### src/rtl/ocp_master_arbiter.sv
// Round-robin arbiter sharing one OCP master FSM between NUM_REQ requesters.
// Burst progress is tracked by snooping SCmdAccept, SResp and SRespLast.
module ocp_master_arbiter #(
    parameter int NUM_REQ    = 4,
    parameter int ADDR_WIDTH = 64,
    parameter int DATA_WIDTH = 8,
    parameter int TIMEOUT    = 1024
) (
    input  logic                          sys_clk,
    input  logic                          reset,
    input  logic [NUM_REQ-1:0]            req_rd,
    input  logic [NUM_REQ-1:0]            req_wr,
    input  logic [NUM_REQ*ADDR_WIDTH-1:0] req_addr,
    input  logic [NUM_REQ*10-1:0]         req_burst_length,
    input  logic [NUM_REQ*DATA_WIDTH-1:0] req_wdata,
    output logic [NUM_REQ-1:0]            grant,
    output logic [NUM_REQ-1:0]            wdata_pop,
    output logic [NUM_REQ-1:0]            rdata_valid,
    output logic [DATA_WIDTH-1:0]         rdata,
    output logic [NUM_REQ-1:0]            done,
    output logic [NUM_REQ-1:0]            err,
    output logic [ADDR_WIDTH-1:0]         address,
    output logic [9:0]                    burst_length,
    output logic                          read_request,
    output logic                          write_request,
    output logic [DATA_WIDTH-1:0]         write_data,
    input  logic [DATA_WIDTH-1:0]         read_data,
    input  logic                          SCmdAccept,
    input  logic [1:0]                    SResp,
    input  logic                          SRespLast
);
    localparam int IW = $clog2(NUM_REQ);
    localparam int WW = $clog2(TIMEOUT + 1);

    typedef enum logic [2:0] {IDLE, ISSUE, WR_BURST, RD_BURST, DONE} state_t;

    state_t             state, state_nx;
    logic [IW-1:0]      rr_ptr, gidx, win, scan;
    logic [NUM_REQ-1:0] pending;
    logic [9:0]         beat_cnt, beat_nx, win_raw, win_len;
    logic [WW-1:0]      wd_cnt;
    logic               found, op_wr, end_err, beat, in_burst;
    logic               dva, fail, wd_exp, len_hit;

    assign pending  = req_rd | req_wr;
    assign dva      = (SResp == 2'b01);
    assign fail     = SResp[1];
    assign in_burst = (state == WR_BURST) || (state == RD_BURST);
    assign beat     = ((state == WR_BURST) && SCmdAccept) ||
                      ((state == RD_BURST) && dva);
    assign beat_nx  = beat_cnt + 10'd1;
    assign len_hit  = (beat_nx == burst_length) ||
                      ((state == RD_BURST) && SRespLast);
    assign wd_exp   = (wd_cnt == WW'(TIMEOUT - 1));
    assign win_raw  = req_burst_length[win*10 +: 10];
    assign win_len  = (win_raw == 10'd0) ? 10'd1 : win_raw;

    assign wdata_pop  = ((state == WR_BURST) && SCmdAccept) ? grant : '0;
    assign write_data = (|grant) ? req_wdata[gidx*DATA_WIDTH +: DATA_WIDTH] : '0;

    // First pending requester at or after rr_ptr, wrapping modulo NUM_REQ
    always_comb begin
        found = 1'b0;
        win   = '0;
        scan  = '0;
        for (int k = 0; k < NUM_REQ; k++) begin
            scan = IW'((int'(rr_ptr) + k) % NUM_REQ);
            if (!found && pending[scan]) begin
                found = 1'b1;
                win   = scan;
            end
        end
    end

    always_comb begin
        state_nx = state;
        end_err  = 1'b0;
        unique case (state)
            IDLE:  if (found) state_nx = ISSUE;
            ISSUE: state_nx = op_wr ? WR_BURST : RD_BURST;
            WR_BURST, RD_BURST: begin
                if (fail) begin
                    state_nx = DONE;
                    end_err  = 1'b1;
                end else if (beat) begin
                    if (len_hit) state_nx = DONE;
                end else if (wd_exp) begin
                    state_nx = DONE;
                    end_err  = 1'b1;
                end
            end
            DONE:    state_nx = IDLE;
            default: state_nx = IDLE;
        endcase
    end

    always_ff @(posedge sys_clk or posedge reset) begin
        if (reset) begin
            state         <= IDLE;
            rr_ptr        <= '0;
            gidx          <= '0;
            op_wr         <= 1'b0;
            beat_cnt      <= '0;
            wd_cnt        <= '0;
            grant         <= '0;
            rdata_valid   <= '0;
            rdata         <= '0;
            done          <= '0;
            err           <= '0;
            address       <= '0;
            burst_length  <= '0;
            read_request  <= 1'b0;
            write_request <= 1'b0;
        end else begin
            state         <= state_nx;
            read_request  <= 1'b0;
            write_request <= 1'b0;
            rdata_valid   <= '0;
            done          <= '0;
            err           <= '0;
            if ((state == IDLE) && found) begin
                grant         <= NUM_REQ'(1) << win;
                gidx          <= win;
                address       <= req_addr[win*ADDR_WIDTH +: ADDR_WIDTH];
                burst_length  <= win_len;
                op_wr         <= req_wr[win];
                write_request <= req_wr[win];
                read_request  <= !req_wr[win];
                beat_cnt      <= '0;
                wd_cnt        <= '0;
            end
            if (in_burst) begin
                if (beat) begin
                    beat_cnt <= beat_nx;
                    wd_cnt   <= '0;
                end else begin
                    wd_cnt <= wd_cnt + 1'b1;
                end
            end
            if ((state == RD_BURST) && dva) begin
                rdata       <= read_data;
                rdata_valid <= grant;
            end
            if (in_burst && (state_nx == DONE)) begin
                done <= grant;
                err  <= end_err ? grant : '0;
            end
            if (state == DONE) begin
                grant  <= '0;
                rr_ptr <= (int'(gidx) == NUM_REQ - 1) ? '0 : gidx + 1'b1;
            end
        end
    end
endmodule

### config.mk
export PLATFORM = sky130hd
export DESIGN_NAME = ocp_master_arbiter
export DESIGN_NICKNAME = d
export VERILOG_FILES = /design/src/rtl/ocp_master_arbiter.sv
export SDC_FILE = /design/constraint.sdc
export NUM_CORES = 1
export LEC_CHECK = 0
export ABC_AREA = 1
export CAP_MARGIN = 30
export CORE_AREA = 2 2 180 182
export CTS_CLUSTER_SIZE = 24
export DETAILED_ROUTE_END_ITERATION = 7
export DIE_AREA = 0 0 182 184
export DONT_BUFFER_PORTS = 1
export PLACE_DENSITY_LB_ADDON = 0.3
export SLEW_MARGIN = 20
export SYNTH_ARGS = -nofsm -noshare
export SYNTH_HDL_FRONTEND = slang
export SYNTH_SLANG_ARGS = --single-unit
### constraint.sdc
create_clock -name sys_clk -period 5.5 [get_ports sys_clk]
set_input_delay 1.1 -clock sys_clk [delete_from_list [all_inputs] [get_ports sys_clk]]
set_output_delay 1.1 -clock sys_clk [all_outputs]
set_load 0.1 [all_outputs]
## Yosys cells after proc, flatten, opt, wreduce, memory -nomap -nowiden

Index checks and enable logic that the tools add are counted.

| word-level totals | value |
|---|---|
| bits of input ports | 350 |
| register bits | 129 |
| output and inout port bits | 112 |

| operators by class | value |
|---|---|
| $mul | 1 |
| equality and inequality tests | 9 |
| $lt $le $gt $ge | 5 |
| $add $sub $neg | 6 |
| reduce and logical (&&, ||, !) cells | 21 |
| shift operators | 4 |
| multiplexer cells | 47 |
| bitwise logic cells | 1 |

Operators by type and width:

| kind | number |
|---|---|
| $shiftx 256x9->64 | 1 |
| $mux 10 | 4 |
| $shiftx 40x7->10 | 1 |
| $mux 11 | 3 |
| $shiftx 32x6->8 | 1 |
| $mux 4 | 7 |
| $mux 1 | 16 |
| $lt 2x3->1 const B | 5 |
| $mux 3 | 5 |
| $add 11x1->11 const B | 1 |
| $eq 11x10->1 const B | 1 |
| $add 10x1->10 const B | 1 |
| $bmux 1 s2 | 5 |
| $eq 10x10->1 | 1 |
| $logic_not 10->1 | 1 |
| $mux 2 | 5 |
| $pmux 3 s3 | 1 |
| $logic_and 1x1->1 | 8 |
| $mux 8 | 1 |
| $eq 3x2->1 const B | 2 |
| $eq 3x3->1 const B | 2 |
| $mul 2x3->5 const B | 1 |
| $add 2x1->2 const B | 2 |
| $add 2x2->2 const B | 2 |
| 10 further kinds | 17 |

## Longest topological paths before layout

| depth | value |
|---|---|
| word-level depth | 18 |
| depth in mapped cells | 20 |
| gate-level depth less buffers | 19 |

## Least setup slack after synthesis

Ideal clock, no wire load.

| timing | value |
|---|---|
| path type | input to output |
| start | in req_wdata[5] |
| end | out write_data[5] |
| data required time | 4.400 ns |
| data arrival time | 2.774 ns |
| stages on the path | 4 |
| setup slack | 1.626 ns |
| path through | nor2_1 > nor2_1 > o21ai_0 > a21oi_1 |

| between the ends | value |
|---|---|
| word-level cells in the longest chain between the ends | 2 |

Ends and longest elaborated chain:

| what | RTL line | text |
|---|---|---|
| start, declared | 15 | `input logic [NUM_REQ*DATA_WIDTH-1:0] req_wdata,` |
| $shiftx 32x6->8 | 59 | `assign write_data = (\|grant) ? req_wdata[gidx*DATA_WIDTH +: DATA_WIDTH] : '0;` |
| $mux 8 | 59 |  |
| end, declared | 26 | `output logic [DATA_WIDTH-1:0] write_data,` |

Every way passes these cells.

## Worst setup path after layout

| timing | value |
|---|---|
| start | in req_wr[1] |
| end | reg address[3] |

| between the ends | value |
|---|---|
| word-level cells in the longest chain between the ends | 14 |
| elaborated cells on any way between the ends | 25 |
| classes of those cells | shift (1); mux (16); bitwise (1); reduce/logical (7) |

Ends and longest elaborated chain:

| what | RTL line | text |
|---|---|---|
| start, declared | 12 | `input logic [NUM_REQ-1:0] req_wr,` |
| $or 4x4->4 (*) | 45 | `assign pending = req_rd \| req_wr;` |
| $bmux 1 s2 | 68 | `if (!found && pending[scan]) begin` |
| $mux 1 (not written as such) | 68 |  |
| $mux 1 | 68 |  |
| $logic_not 1->1 | 68 |  |
| $logic_and 1x1->1 | 68 |  |
| $mux 1 | 68 |  |
| $logic_not 1->1 | 68 |  |
| $logic_and 1x1->1 | 68 |  |
| $mux 1 | 68 |  |
| $logic_not 1->1 | 68 |  |
| $logic_and 1x1->1 | 68 |  |
| $mux 2 / $mux 1 (equally long branches) | 68 |  |
| $shiftx 256x9->64 / $logic_and 1x1->1 (equally long branches) | 124, 121 |  |
| end signal, assigned | 124 | `address <= req_addr[win*ADDR_WIDTH +: ADDR_WIDTH];` |
| end, declared | 22 | `output logic [ADDR_WIDTH-1:0] address,` |

Mark *: on every way between the ends. The rest lies on a longest branch, timed or not. The select of a mux whose other input is x is not followed.
A chain may end at the register's enable or synchronous reset.

==> key figures <==
Outcome
  – Outcome: finished clean

Routing
  – Vias per cell: 5.05
  – Routed len/inst: 20.9 um
  – DRC Markers: 0
  – Total Wirelength: 32000 um
  – Initial DRC count: 526
  – Routed Antenna Nets: 0
  – DR vias: 7732
  – DRT Pass-1 Iters: 5

Synth
  – Synthesized instance count: 1127
  – Top cell type by total area after synthesis: dfrtp_1
  – Count leader, synth: nand2_1
  – Register bit total from synthesis: 129
  – Top post-synthesis cells by area: dfrtp_1 (42%), nand2_1 (27%), nor2_1 (4.2%)
  – Ys Warns: 0
  – Share of the synthesized area in the top cell type: 41.9%
  – Dominant synthesized flop cell: dfrtp_1
  – Register area share after synthesis: 41.9%
  – Ys async rst share: 100%
  – Top cells by count, synth: nand2_1 (557), dfrtp_1 (129), nor2_1 (86)
  – Unique cell type count in the Yosys netlist: 37
  – Synth Cell Area: 7710 um2
  – Post-synth EDFFs: 0
  – Net Count, Synth: ~1500
  – Syn Area/Cell: 6.84 um2

STA
  – Clock Skew: 0.00954 ns
  – RSZ-0062 raised after global routing: no
  – Fin. max-slew vios: 0
  – Upper clock frequency limit: 263 MHz
  – Fin. Hold Viols: 0
  – Worst-margin pin slew: between 1 and 1.5 ns
  – Setup ws final: 1.69 ns
  – Relative slew slack: about a third
  – Final period utilization: 69.2%
  – Min cycle time layout: 3.81 ns
  – Fin Hold WS: about 0.46 ns
  – Final setup fails: 0
  – Final setup TNS: 0 ns

Floorplan
  – Die area: about 33000 um2
  – Die Y: roughly 180 um
  – Initial Util: about a quarter
  – Ports: 462
  – Core ar.: around 31000 um2
  – Row Count: 65
  – Die width: 182 um

Final layout
  – Area of the multi-input gates: 4050 um2
  – Reg area: between 3000 and 4000 um2
  – Synthesis-to-finish area growth: 16.2%
  – Post-Route Utilization: 28.5%
  – Layout cells sized above 1: 8.07%
  – Fill count: between 3000 and 4000
  – Fin nets: approximately 1500

Worst setup path
  – Crit-path max FO: 44
  – Crit path capture type: flip-flop
  – Worst setup SP type: input port
  – R2r setup slk: roughly 2.0 ns
  – CP required: 5.82 ns
  – Setup CP Type: in2reg
  – Arrival time worst endpoint: between 4 and 5 ns

Clock network
  – Clock buffer depth: 2
  – Number of clock sinks: 129
  – Cts bufs inserted: 17
  – TritonCTS clock tree: built
  – H-Tree Depth: 4
  – Clk_lat worst skew: 0.43 ns
  – Setup Fix Bufs, Post-CTS: 0
  – Clock slew at reported path FFs: about 0.070 ns
  – CTS resizes: 0
  – Clock Root Buffer: clkbuf_16
  – Post-CTS Hold Fix Bufs: 0

Global routing
  – Antenna violations before repair: 4
  – Global-route wire length before repair: 46600 um
  – Global Route Usage Sum: 18.5%
  – Gr ovfl total: 0
  – Largest net degree at the start of global routing: between 90 and 100
  – Vias in the first global route: approximately 7600

Place
  – Final Wtd Congestion: 0.807
  – Place WS: 1.26 ns
  – Input/output buffers: 0
  – DP Wirelength: 24200 um

Hold path
  – Worst min path class: in2async

Run
  – Total of max-cap violations: 0
[per-stage QoR]
step                      cells  area (um2)
final                      1531        8950
after floorplan            1127        7710
after global placement     1483        8070
after global routing       1531        8950
after detailed placement   1496        8290
after CTS                  1528        8920
[worst paths after layout]
path / cells past startpoint / end / from
max in group asynchronous: 3 / address[27]$_DFFE_PP0P_ / reset
hold reg to reg: 2 / op_wr$_DFFE_PP0P_ / op_wr$_DFFE_PP0P_
hold / removal: 1 / address[4]$_DFFE_PP0P_ / reset
setup reg to reg: 14 / address[3]$_DFFE_PP0P_ / rr_ptr[0]$_DFFE_PP0N_
min in group sys_clk: 2 / op_wr$_DFFE_PP0P_ / op_wr$_DFFE_PP0P_
setup / recovery: 15 / address[3]$_DFFE_PP0P_ / req_wr[1]
[worst max-delay path: stages]
cell	delay [ns]
nor2_1	0.33
nand2_1	0.13
nand3_1	0.10
nand2_1	0.11
nor2_4	0.16
nand3_2	0.13
nand2_2	0.28
nand2_4	0.28
inv_4	0.21
nor2_4	0.06
buf_4	0.33
a22oi_1	0.58
nand3_1	0.14
nand2_1	0.09
nand2_1	0.06
[final cells by class]
type	count	area share, %
Antenna cell	2	0.0559
Clock buffer	19	5.06
Clock inverter	13	1.93
Inverter	50	2.22
Multi-Input combinational cell	890	45.3
Sequential cell	129	36.1
Tap cell	402	5.62
Timing Repair Buffer	26	3.79
[per-layer routing]
| metal | part of all wire, % | wire (um) | GRT usage (%) | vias up |
|---|---|---|---|---|
| met5 | 0 | 0 | 0 | - |
| li1 | - | - | - | 3596 |
| met2 | 49 | 15800 | 31.4 | 379 |
| met1 | 39 | 12500 | 22.1 | 3709 |
| met4 | 2.8 | 892 | 6.65 | 0 |
| met3 | 8.8 | 2810 | 5.76 | 48 |
[registers in the layout, summed over array words and instances (netlist names)]
signal         flops
read_request       1
rr_ptr             2
err                4
beat_cnt          10
write_request      1
op_wr              1
rdata_valid        4
burst_length      10
rdata              8
grant              4
state              3
gidx               2
address           64
wd_cnt            11
done               4
[logic make-up after synthesis]
logic type | count (synthesis) | share of synthesized area (%)
XOR/XNOR | 18 | 2.05
flip-flops | 129 | 41.9
adder cells (fa/ha/maj) | 3 | 0.487
AND/OR/NAND/NOR | 758 | 39.9
AO/OA/AOI/OAI | 111 | 9.08
buffers and inverters | 108 | 6.59
[cell usage in the layout, fill, tap and decap left out, types with 12 or more instances in the layout]
cell | netlist | routed
xor2_1 | 12 | 12
nor2_1 | 86 | 82
nand4_1 | 36 | 36
o21ai_0 | 37 | 37
a22oi_1 | 23 | 23
inv_1 | 44 | 43
dfrtp_1 | 129 | 129
clkbuf_16 | 0 | 17
nand3_1 | 54 | 54
nand2_1 | 557 | 557
Power is left out: the tool's default activity adds up to more than one toggle a clock period on the data nets, which glitch-free logic cannot reach.
